File: src/rtl/round_ctrl_if.sv
// Bus bundle between the round controller and the game/cursor stages.
// Directions are named from the controller's side (i_ into it, o_ out of it).
interface round_ctrl_if;
    logic        i_frame_clk;
    logic        i_start;
    logic        i_shot;
    logic        i_bird_shot;
    logic [2:0]  o_state;
    logic        o_no_shots_left;
    logic [1:0]  o_shots_left;
    logic [3:0]  o_duck_num;
    logic [3:0]  o_hits;
    logic [9:0]  o_hit_flags;
    logic [6:0]  o_round_num;
    logic [15:0] o_score;
    logic        o_new_duck;

    modport master (
        output i_frame_clk, i_start, i_shot, i_bird_shot,
        input  o_state, o_no_shots_left, o_shots_left, o_duck_num, o_hits,
               o_hit_flags, o_round_num, o_score, o_new_duck
    );

    modport slave (
        input  i_frame_clk, i_start, i_shot, i_bird_shot,
        output o_state, o_no_shots_left, o_shots_left, o_duck_num, o_hits,
               o_hit_flags, o_round_num, o_score, o_new_duck
    );
endinterface

File: src/rtl/round_ctrl.sv
// Duck-hunt round sequencer: frame-timed game FSM with per-duck shot budget,
// hit bookkeeping, saturating score and round progression.
//
// state      | meaning
// TITLE      | idle after reset, waits for start press
// START      | round intro, START_FRAMES frames
// PLAY       | duck flying, shots accepted
// HIT        | duck hit animation, HIT_FRAMES frames
// MISS       | duck escaped animation, MISS_FRAMES frames
// ROUND_END  | single-cycle pass/fail decision
// GAME_OVER  | final score shown, waits for start press
module round_ctrl #(
    parameter int SHOTS_PER_DUCK  = 3,
    parameter int DUCKS_PER_ROUND = 10,
    parameter int PASS_HITS       = 6,
    parameter int POINTS          = 500,
    parameter int START_FRAMES    = 120,
    parameter int FLY_FRAMES      = 300,
    parameter int HIT_FRAMES      = 90,
    parameter int MISS_FRAMES     = 90
) (
    input  logic        i_clk,
    input  logic        i_rst_n,
    round_ctrl_if.slave io_bus
);

    typedef enum logic [2:0] {
        S_TITLE     = 3'b000,
        S_START     = 3'b001,
        S_PLAY      = 3'b010,
        S_HIT       = 3'b011,
        S_MISS      = 3'b100,
        S_ROUND_END = 3'b101,
        S_GAME_OVER = 3'b110
    } state_t;

    localparam logic [8:0]  START_T    = 9'(START_FRAMES);
    localparam logic [8:0]  FLY_T      = 9'(FLY_FRAMES);
    localparam logic [8:0]  HIT_T      = 9'(HIT_FRAMES);
    localparam logic [8:0]  MISS_T     = 9'(MISS_FRAMES);
    localparam logic [1:0]  SHOTS_INIT = 2'(SHOTS_PER_DUCK);
    localparam logic [3:0]  LAST_DUCK  = 4'(DUCKS_PER_ROUND - 1);
    localparam logic [3:0]  PASS_H     = 4'(PASS_HITS);
    localparam logic [16:0] PTS_W      = 17'(POINTS);
    localparam logic [6:0]  ROUND_MAX  = 7'd99;

    logic        r_frame_sync1, r_frame_sync2, r_frame_prev;
    logic        r_start_prev, r_shot_prev, r_edge_armed;
    state_t      r_state;
    logic [8:0]  r_timer;
    logic [1:0]  r_shots_left;
    logic [3:0]  r_duck_num;
    logic [3:0]  r_hits;
    logic [9:0]  r_hit_flags;
    logic [6:0]  r_round_num;
    logic [15:0] r_score;
    logic        r_new_duck;

    logic        w_frame_tick, w_start_edge, w_shot_edge;
    logic [16:0] w_score_sum;
    logic        w_timer_run, w_dwell_done;
    state_t      w_state_nxt;
    logic [8:0]  w_timer_nxt;
    logic [1:0]  w_shots_nxt;
    logic [3:0]  w_duck_nxt;
    logic [3:0]  w_hits_nxt;
    logic [9:0]  w_flags_nxt;
    logic [6:0]  w_round_nxt;
    logic [15:0] w_score_nxt;
    logic        w_new_duck_nxt;

    // r_edge_armed blocks edges on the first cycle after reset so that a button
    // held through reset release is not seen as a fresh press.
    assign w_frame_tick = r_frame_sync2 & ~r_frame_prev;
    assign w_start_edge = io_bus.i_start & ~r_start_prev & r_edge_armed;
    assign w_shot_edge  = io_bus.i_shot  & ~r_shot_prev  & r_edge_armed;
    assign w_score_sum  = {1'b0, r_score} + PTS_W;

    always_ff @(posedge i_clk or negedge i_rst_n) begin
        if (!i_rst_n) begin
            r_frame_sync1 <= 1'b0;
            r_frame_sync2 <= 1'b0;
            r_frame_prev  <= 1'b0;
            r_start_prev  <= 1'b0;
            r_shot_prev   <= 1'b0;
            r_edge_armed  <= 1'b0;
        end else begin
            r_frame_sync1 <= io_bus.i_frame_clk;
            r_frame_sync2 <= r_frame_sync1;
            r_frame_prev  <= r_frame_sync2;
            r_start_prev  <= io_bus.i_start;
            r_shot_prev   <= io_bus.i_shot;
            r_edge_armed  <= 1'b1;
        end
    end

    always_ff @(posedge i_clk or negedge i_rst_n) begin
        if (!i_rst_n) begin
            r_state      <= S_TITLE;
            r_timer      <= '0;
            r_shots_left <= '0;
            r_duck_num   <= '0;
            r_hits       <= '0;
            r_hit_flags  <= '0;
            r_round_num  <= 7'd1;
            r_score      <= '0;
            r_new_duck   <= 1'b0;
        end else begin
            r_state      <= w_state_nxt;
            r_timer      <= w_timer_nxt;
            r_shots_left <= w_shots_nxt;
            r_duck_num   <= w_duck_nxt;
            r_hits       <= w_hits_nxt;
            r_hit_flags  <= w_flags_nxt;
            r_round_num  <= w_round_nxt;
            r_score      <= w_score_nxt;
            r_new_duck   <= w_new_duck_nxt;
        end
    end

    always_comb begin
        w_state_nxt  = r_state;
        w_shots_nxt  = r_shots_left;
        w_duck_nxt   = r_duck_num;
        w_hits_nxt   = r_hits;
        w_flags_nxt  = r_hit_flags;
        w_round_nxt  = r_round_num;
        w_score_nxt  = r_score;
        w_timer_run  = 1'b0;
        w_dwell_done = 1'b0;

        case (r_state)
            S_TITLE, S_GAME_OVER: begin
                if (w_start_edge) begin
                    w_state_nxt = S_START;
                    w_score_nxt = '0;
                    w_round_nxt = 7'd1;
                    w_duck_nxt  = '0;
                    w_hits_nxt  = '0;
                    w_flags_nxt = '0;
                end
            end
            S_START: begin
                w_timer_run = 1'b1;
                if (r_timer == START_T) begin
                    w_state_nxt = S_PLAY;
                    w_shots_nxt = SHOTS_INIT;
                end
            end
            S_PLAY: begin
                w_timer_run = 1'b1;
                if (w_shot_edge && (r_shots_left != 2'd0))
                    w_shots_nxt = r_shots_left - 2'd1;
                // The empty-gun miss waits for a frame tick so a hit from the
                // last shot still has one frame to arrive from the cursor stage.
                if (io_bus.i_bird_shot) begin
                    w_state_nxt = S_HIT;
                    w_hits_nxt  = r_hits + 4'd1;
                    w_flags_nxt = r_hit_flags | (10'd1 << r_duck_num);
                    w_score_nxt = w_score_sum[16] ? 16'hFFFF : w_score_sum[15:0];
                end else if ((r_shots_left == 2'd0) && w_frame_tick) begin
                    w_state_nxt = S_MISS;
                end else if (r_timer == FLY_T) begin
                    w_state_nxt = S_MISS;
                end
            end
            S_HIT, S_MISS: begin
                w_timer_run  = 1'b1;
                w_dwell_done = (r_state == S_HIT) ? (r_timer == HIT_T) : (r_timer == MISS_T);
                if (w_dwell_done) begin
                    if (r_duck_num == LAST_DUCK) begin
                        w_state_nxt = S_ROUND_END;
                    end else begin
                        w_state_nxt = S_PLAY;
                        w_duck_nxt  = r_duck_num + 4'd1;
                        w_shots_nxt = SHOTS_INIT;
                    end
                end
            end
            S_ROUND_END: begin
                if (r_hits >= PASS_H) begin
                    w_state_nxt = S_START;
                    w_round_nxt = (r_round_num >= ROUND_MAX) ? ROUND_MAX : r_round_num + 7'd1;
                    w_duck_nxt  = '0;
                    w_hits_nxt  = '0;
                    w_flags_nxt = '0;
                end else begin
                    w_state_nxt = S_GAME_OVER;
                end
            end
            default: w_state_nxt = S_TITLE;
        endcase

        if (w_state_nxt != r_state)
            w_timer_nxt = '0;
        else if (w_timer_run && w_frame_tick)
            w_timer_nxt = r_timer + 9'd1;
        else
            w_timer_nxt = r_timer;

        w_new_duck_nxt = (w_state_nxt == S_PLAY) && (r_state != S_PLAY);
    end

    assign io_bus.o_state         = r_state;
    assign io_bus.o_shots_left    = r_shots_left;
    assign io_bus.o_no_shots_left = (r_shots_left == 2'd0);
    assign io_bus.o_duck_num      = r_duck_num;
    assign io_bus.o_hits          = r_hits;
    assign io_bus.o_hit_flags     = r_hit_flags;
    assign io_bus.o_round_num     = r_round_num;
    assign io_bus.o_score         = r_score;
    assign io_bus.o_new_duck      = r_new_duck;

endmodule

File: src/flat_wrapper.sv
// flat-port wrapper written by rule: the top's interface ports become plain ports
module round_ctrl_flat 
#(
    parameter int SHOTS_PER_DUCK  = 3,
    parameter int DUCKS_PER_ROUND = 10,
    parameter int PASS_HITS       = 6,
    parameter int POINTS          = 500,
    parameter int START_FRAMES    = 120,
    parameter int FLY_FRAMES      = 300,
    parameter int HIT_FRAMES      = 90,
    parameter int MISS_FRAMES     = 90
)
  (i_clk, i_rst_n, io_bus_i_frame_clk, io_bus_i_start, io_bus_i_shot, io_bus_i_bird_shot, io_bus_o_state, io_bus_o_no_shots_left, io_bus_o_shots_left, io_bus_o_duck_num, io_bus_o_hits, io_bus_o_hit_flags, io_bus_o_round_num, io_bus_o_score, io_bus_o_new_duck);
  round_ctrl_if io_bus_i ();
  input  logic i_clk;
  input  logic i_rst_n;
  input wire logic [$bits(io_bus_i.i_frame_clk)-1:0] io_bus_i_frame_clk;
  input wire logic [$bits(io_bus_i.i_start)-1:0] io_bus_i_start;
  input wire logic [$bits(io_bus_i.i_shot)-1:0] io_bus_i_shot;
  input wire logic [$bits(io_bus_i.i_bird_shot)-1:0] io_bus_i_bird_shot;
  output wire logic [$bits(io_bus_i.o_state)-1:0] io_bus_o_state;
  output wire logic [$bits(io_bus_i.o_no_shots_left)-1:0] io_bus_o_no_shots_left;
  output wire logic [$bits(io_bus_i.o_shots_left)-1:0] io_bus_o_shots_left;
  output wire logic [$bits(io_bus_i.o_duck_num)-1:0] io_bus_o_duck_num;
  output wire logic [$bits(io_bus_i.o_hits)-1:0] io_bus_o_hits;
  output wire logic [$bits(io_bus_i.o_hit_flags)-1:0] io_bus_o_hit_flags;
  output wire logic [$bits(io_bus_i.o_round_num)-1:0] io_bus_o_round_num;
  output wire logic [$bits(io_bus_i.o_score)-1:0] io_bus_o_score;
  output wire logic [$bits(io_bus_i.o_new_duck)-1:0] io_bus_o_new_duck;
  assign io_bus_i.i_frame_clk = io_bus_i_frame_clk;
  assign io_bus_i.i_start = io_bus_i_start;
  assign io_bus_i.i_shot = io_bus_i_shot;
  assign io_bus_i.i_bird_shot = io_bus_i_bird_shot;
  assign io_bus_o_state = io_bus_i.o_state;
  assign io_bus_o_no_shots_left = io_bus_i.o_no_shots_left;
  assign io_bus_o_shots_left = io_bus_i.o_shots_left;
  assign io_bus_o_duck_num = io_bus_i.o_duck_num;
  assign io_bus_o_hits = io_bus_i.o_hits;
  assign io_bus_o_hit_flags = io_bus_i.o_hit_flags;
  assign io_bus_o_round_num = io_bus_i.o_round_num;
  assign io_bus_o_score = io_bus_i.o_score;
  assign io_bus_o_new_duck = io_bus_i.o_new_duck;
  round_ctrl #(.SHOTS_PER_DUCK(SHOTS_PER_DUCK), .DUCKS_PER_ROUND(DUCKS_PER_ROUND), .PASS_HITS(PASS_HITS), .POINTS(POINTS), .START_FRAMES(START_FRAMES), .FLY_FRAMES(FLY_FRAMES), .HIT_FRAMES(HIT_FRAMES), .MISS_FRAMES(MISS_FRAMES)) u_core (.i_clk(i_clk), .i_rst_n(i_rst_n), .io_bus(io_bus_i));
endmodule
File: config.mk
export PLATFORM = sky130hd
export DESIGN_NAME = round_ctrl_flat
export DESIGN_NICKNAME = d
export VERILOG_FILES = /design/src/rtl/round_ctrl_if.sv /design/src/rtl/round_ctrl.sv /design/src/flat_wrapper.sv
export SDC_FILE = /design/constraint.sdc
export NUM_CORES = 1
export LEC_CHECK = 0
export CAP_MARGIN = 40
export CORE_ASPECT_RATIO = 1.75
export CORE_UTILIZATION = 54
export CTS_CLUSTER_SIZE = 20
export DETAILED_ROUTE_END_ITERATION = 6
export MAX_ROUTING_LAYER = met4
export PLACE_DENSITY = 0.8
export SLEW_MARGIN = 40
export SYNTH_ARGS = -nofsm -noshare
export SYNTH_HDL_FRONTEND = slang
export SYNTH_SLANG_ARGS = --single-unit
File: constraint.sdc
create_clock -name i_clk -period 3.2 [get_ports i_clk]
set_clock_uncertainty 0.2 [all_clocks]
set_input_delay 0.64 -clock i_clk [delete_from_list [all_inputs] [get_ports i_clk]]
set_output_delay 0.64 -clock i_clk [all_outputs]
set_load 0.01 [all_outputs]
After elaboration in Yosys (flattened, before gate mapping)
Cells that the tools add are included.
- $mul: 0
- shift-type cells: 1
- bitwise gates (word level): 9
- reduce and logical (&&, ||, !) cells: 21
- $lt $le $gt $ge: 2
- divide/modulo/power cells: 0
- muxes and demuxes: 36
- $add $sub $neg: 6
- equal/unequal tests: 20
- operators by type and width (operator ; number):
    16-bit two-way mux ; 3
    16-bit one-hot mux with 2 select lines ; 1
    10-bit two-way mux ; 3
    10-bit one-hot mux with 3 select lines ; 1
    3-bit two-way mux ; 8
    4-bit one-hot mux with 3 select lines ; 2
    7-bit two-way mux ; 3
    4-bit two-way mux ; 5
    9-bit by 7-bit == test with 1-bit output, second input constant ; 2
    9-bit two-way mux ; 2
    16-bit by 9-bit adder with 17-bit output, second input constant ; 1
    3-bit one-hot mux with 5 select lines ; 1
    7-bit one-hot mux with 2 select lines ; 1
    2-bit by 1-bit inequality test with 1-bit output, second input constant ; 5
    10-bit bitwise OR ; 1
    5-bit AND reduction ; 2
    1-bit by 4-bit left shift with 10-bit output, first input constant ; 1
    9-bit by 1-bit adder with 9-bit output, second input constant ; 1
    3-bit by 2-bit == test with 1-bit output, second input constant ; 3
    3-bit == test, second input constant ; 3
    9-bit == test, second input constant ; 1
    3-bit nonzero test ; 3
    4-bit by 1-bit adder with 4-bit output, second input constant ; 2
    2-bit two-way mux ; 4
    other kinds (21) ; 36
- output and inout bits: 48
- memory bits (read-only): 0
- bits in latches: 0
- logic and storage cells: 110
- input port bits: 6
- RAM bits: 0
- bits in registers: 62
- memories: 0

Longest topological paths before layout
- depth in word-level cells: 8
- gate-level depth with buffers: 8
- gate-level depth less buffers: 7

Worst setup path before layout
OpenSTA, ideal clock, no wires.
- kind: register to register
- start point: register u_core.r_duck_num[1] (netlist: u_core.io_bus.o_duck_num[1])
- end point: register u_core.r_timer[0]
- path slack: 822 ps
- required time: 2853 ps
- setup time: 147 ps
- clock period less this slack: 2378 ps
- arrival: 2031 ps
- path buffers: 1
- cell stages (with the launch flop): 9
- path through: dfrtp_1 inv_1 ha_1 and3b_1 clkbuf_1 nor2_1 a21oi_1 o31ai_2 nor3_1
- longest elaborated chain between the ends: 6
- elaborated cells between the ends (all ways): 7
- those cells by class: eq/ne (2); mux (4); reduce/logical (1)
- ends and longest elaborated chain (item ; RTL line ; source):
    from (decl) ; round_ctrl.sv:52 ; logic [3:0] r_duck_num;
    from (signal assigned) ; round_ctrl.sv:112 ; r_duck_num <= w_duck_nxt;
    4-bit == test (*) ; round_ctrl.sv:171 ; if (r_duck_num == LAST_DUCK) begin
    3-bit two-way mux (*) ; round_ctrl.sv:171 ;
    3-bit two-way mux (*) ; round_ctrl.sv:170 ; if (w_dwell_done) begin
    3-bit one-hot mux with 5 select lines (*) ; round_ctrl.sv:132 ; case (r_state)
    3-bit inequality test (*) ; round_ctrl.sv:194 ; if (w_state_nxt != r_state)
    9-bit two-way mux / 2-bit nonzero test (equally long branches) ; - ;
    to (signal assigned) ; round_ctrl.sv:110 ; r_timer <= w_timer_nxt;
    to (decl) ; round_ctrl.sv:50 ; logic [8:0] r_timer;
Every way passes the cells marked *; elsewhere a longest branch is shown, timed or not.
A chain may end at the register's enable or synchronous reset.

Worst setup path after layout
Same ends and word-level chain as after synthesis.

==> metrics <==
crit path cell chain=inv_1 -> ha_1 -> and3b_1 -> nor2_1 -> nor2_1 -> a211oi_4 -> nor3_1; simple-gate area share of the yosys netlist=21.90%; post-CTS setup buffers=0; final setup fails=0; input/output buffers=53; Post-synth top flop=dfrtp_1; WP data arrival=2.69 ns; footprint of the multi-input gates=0.001715 sq mm; CP most frequent cell=nor2_1; max-cap violations=0; DRT Pass-1 Iters=4; core area=0.005972 sq mm; worst reg2reg startpoint=u_core.io_bus.o_duck_num[1]; synth warn=0; xor and xnor fraction of the mapped netlist area=3.092%; Initial DRC Count=167; post-synth top area share=44.17%; Initial Util=56.92%; clk sinks=61; slowest cell on the critical path=nor2_1; synth top area cells=dfrtp_1 44%, ha_1 5.2%, nor2_1 4.0%, nor3_1 3.7%, o21ai_0 3.2%; post-synthesis compound-gate area fraction=19.62%; Placer Congestion=0.9456; dominant cell type by area after synthesis=dfrtp_1; worst slew pin tran=0.7162 ns; Die Span X=61.98 um; pins over their slew limit=0; Crit path buffers/inverters=1; critical path's top delay family=simple AND/OR/NAND/NOR gates; Synth Area in Adders=5.153%; FF+latch area=0.001528 sq mm; worst r2r path cells=7; pwr dens=786.6 mW/mm^2; clock root cell=clkbuf_8; Ant. Diodes=0; Net Count, Synth=380; Post-Route Setup TNS=0 ns; flop-to-flop setup slack=0.51 ns; sequential share of the synthesized area=44.94%; Hold Crit Class=reg -> reg; relative slew slack=52.08%; #FFs+latches synth=61; Avg WL per Cell=16.88 um; via count=3042; Residual DRC=0; placed wire-length estimate=6116 um; P&R area growth vs syn=24.48%; Req. time, crit path=3.20 ns; Setup CP Type=reg -> reg; portion of netlist area occupied by mux cells=0.5889%; EDFF count, synth=0; Hold Fails Final Rpt=0; nets=435; CP endpoint kind=register; share of cells above drive strength 1=8.571%; post-synthesis cell type count=66; Cell Count, Final, Fillers Out=498; crit share post-route=84.04%; total grt overflow=0; RSZ-0062 raised after global routing=no; status=completed; Synth Instances=360; CTS HTree Levels=3; Peak VDD IR=0.5078 mV; Die ar.=0.006629 sq mm; Mapped Area=0.003400 sq mm; Tot GR Track Use=28.32%; FP Rows=37; vias in the first global route=2876; Fill cells=468; CTS tree=done; clk slew on worst S/H paths=0.07 ns; Static Leak=1.802 nW; largest buffer count on any clock path=2; CTS resizes=0; total I/O pin count=54; Chip Height=107.0 um; first-pass GRT wire length=13460 um; CP max FO=9; Clk Latency, worst-skew pair=0.34 ns; largest net degree at the start of global routing=32; Hold Path Depth=0; CP peak stage delay=0.53 ns; Async S/R FF share, synth=100.0%; clock buffer count from CTS=9; total length of routed wires=8407 um; Vias/cell=6.108; synthesized area per cell=9.443 sq um; WHS Endpoint=u_core.r_frame_sync2; Inst Count DP=481; fmax=371.9 MHz; largest family of logic cells by synthesized area=simple AND/OR/NAND/NOR gates; r2r endpoint=u_core.r_timer[0]; initial antenna violation count=0; CP startpoint kind=register; Tmin final=2.689 ns; Final ANT Viol Nets=0; worst hold start=u_core.r_frame_sync1
-- worst max path at each step --
stage	to	startpoint	cells past startpoint
global route	u_core.r_timer[7]	u_core.io_bus.o_duck_num[1]	7
global placement	u_core.r_timer[7]	io_bus_i_start	6
floorplan	u_core.r_timer[0]	u_core.io_bus.o_duck_num[1]	8
detailed placement	u_core.r_timer[0]	io_bus_i_start	6
finish	u_core.r_timer[0]	u_core.io_bus.o_duck_num[1]	7
CTS	u_core.r_timer[0]	u_core.io_bus.o_duck_num[1]	7
-- power by group --
| group | leakage, nW | switching, mW | internal (mW) |
|---|---|---|---|
| logic | 0.900 | 0.708 | 0.624 |
| clock network | 0.112 | 0.310 | 0.458 |
| registers | 0.789 | 0.274 | 0.955 |
-- state kept, by name (all words and copies together) (netlist names) --
signal                      count
u_core.r_frame_sync1            1
u_core.r_frame_sync2            1
u_core.io_bus.o_hit_flags      10
u_core.io_bus.o_shots_left      2
u_core.io_bus.o_state           3
u_core.r_shot_prev              1
u_core.io_bus.o_score          15
u_core.r_frame_prev             1
u_core.io_bus.o_hits            4
u_core.r_timer                  9
u_core.r_edge_armed             1
u_core.r_start_prev             1
u_core.io_bus.o_round_num       7
u_core.io_bus.o_duck_num        4
u_core.io_bus.o_new_duck        1
-- stage by stage --
stage,cell area (sq um),hold slack [ns],util (%),worst slack (ns),power [mW]
global placement,3998,0.1434,66.94,0.5170,2.499
floorplan,3400,0.1312,-,0.8224,1.953
finish,4232,0.1669,70.86,0.5108,3.328
CTS,4232,0.1701,70.86,0.5333,3.322
global route,4232,0.1782,70.86,0.3677,3.526
detailed placement,3998,0.1471,66.94,0.4273,2.540
-- layout make-up --
cell class | instances | area share [%]
multi-input combinational | 263 | 40.54
sequential | 61 | 36.10
timing repair buffer | 63 | 14.25
clock buffer | 10 | 3.253
tap | 78 | 2.306
clock inverter | 6 | 2.040
inverter | 17 | 1.508
-- routing by layer --
| metal | global-route usage [%] | part of all wire [%] |
|---|---|---|
| met1 | 31.80 | 39 |
| met3 | 5.669 | 4.1 |
| met5 | - | 0 |
| met4 | 16.83 | 3.8 |
| met2 | 44.76 | 53 |
-- synthesized netlist by cell type (2+ instances only) --
cell type	n
a211oi_1	9
o2111ai_1	2
o21ai_0	22
buf_6	2
a22oi_1	2
ha_1	14
nand4bb_1	2
a22o_1	7
o31ai_1	3
and2_1	3
nor2b_1	2
xor2_1	6
inv_1	17
and3_1	5
clkbuf_1	13
nand3b_1	3
buf_2	2
a2111oi_2	2
xnor2_1	6
o221ai_1	2
a21o_1	2
nor4_1	4
a311oi_1	3
nand2_1	25
nand3_1	13
a21oi_1	17
mux2i_1	2
dfrtp_1	60
or3_1	2
nand2b_1	3
nor3b_1	2
nor3_1	25
nor2_1	36
a32o_1	5
nand4_1	6
-- worst reg2reg max path: cells and delay by family (launching register included) --
family / cells / cell delay (ns)
compound gates: 1 / 0.48
buf+inv: 1 / 0.11
fa+ha+maj: 1 / 0.23
simple gates: 4 / 1.13
flops: 1 / 0.40
-- cell families (layout without fill, tap and decap cells) --
logic type,Yosys count,after routing
compound gates,92,92
xor+xnor,12,12
fa+ha+maj,14,14
buf+inv,36,96
flops,61,61
mux,2,2
other cells,1,1
simple gates,142,142
-- layout by cell type, fill, tap and decap left out, types with 3 or more instances in the layout --
cell / synthesis / final
dfrtp_1: 60 / 60
buf_4: 1 / 9
and3_1: 5 / 5
nand2_1: 25 / 25
xnor2_1: 6 / 6
nor2_1: 36 / 36
inv_1: 17 / 17
xor2_1: 6 / 6
nand3b_1: 3 / 3
o31ai_1: 3 / 3
clkdlybuf4s50_1: 0 / 52
a311oi_1: 3 / 3
nand3_1: 13 / 13
a22o_1: 7 / 7
nor4_1: 4 / 4
nor3_1: 25 / 25
a211oi_1: 9 / 9
a32o_1: 5 / 5
clkbuf_8: 0 / 10
nand4_1: 6 / 6
o21ai_0: 22 / 22
a21oi_1: 17 / 17
and2_1: 3 / 3
ha_1: 14 / 14
nand2b_1: 3 / 3
-- timing repair --
action	in CTS	in global routing
setup endpoints to repair	0	0
hold buffers	1	0
endpoints found under the hold margin	11	0
(Power assumes the default switching activity.)
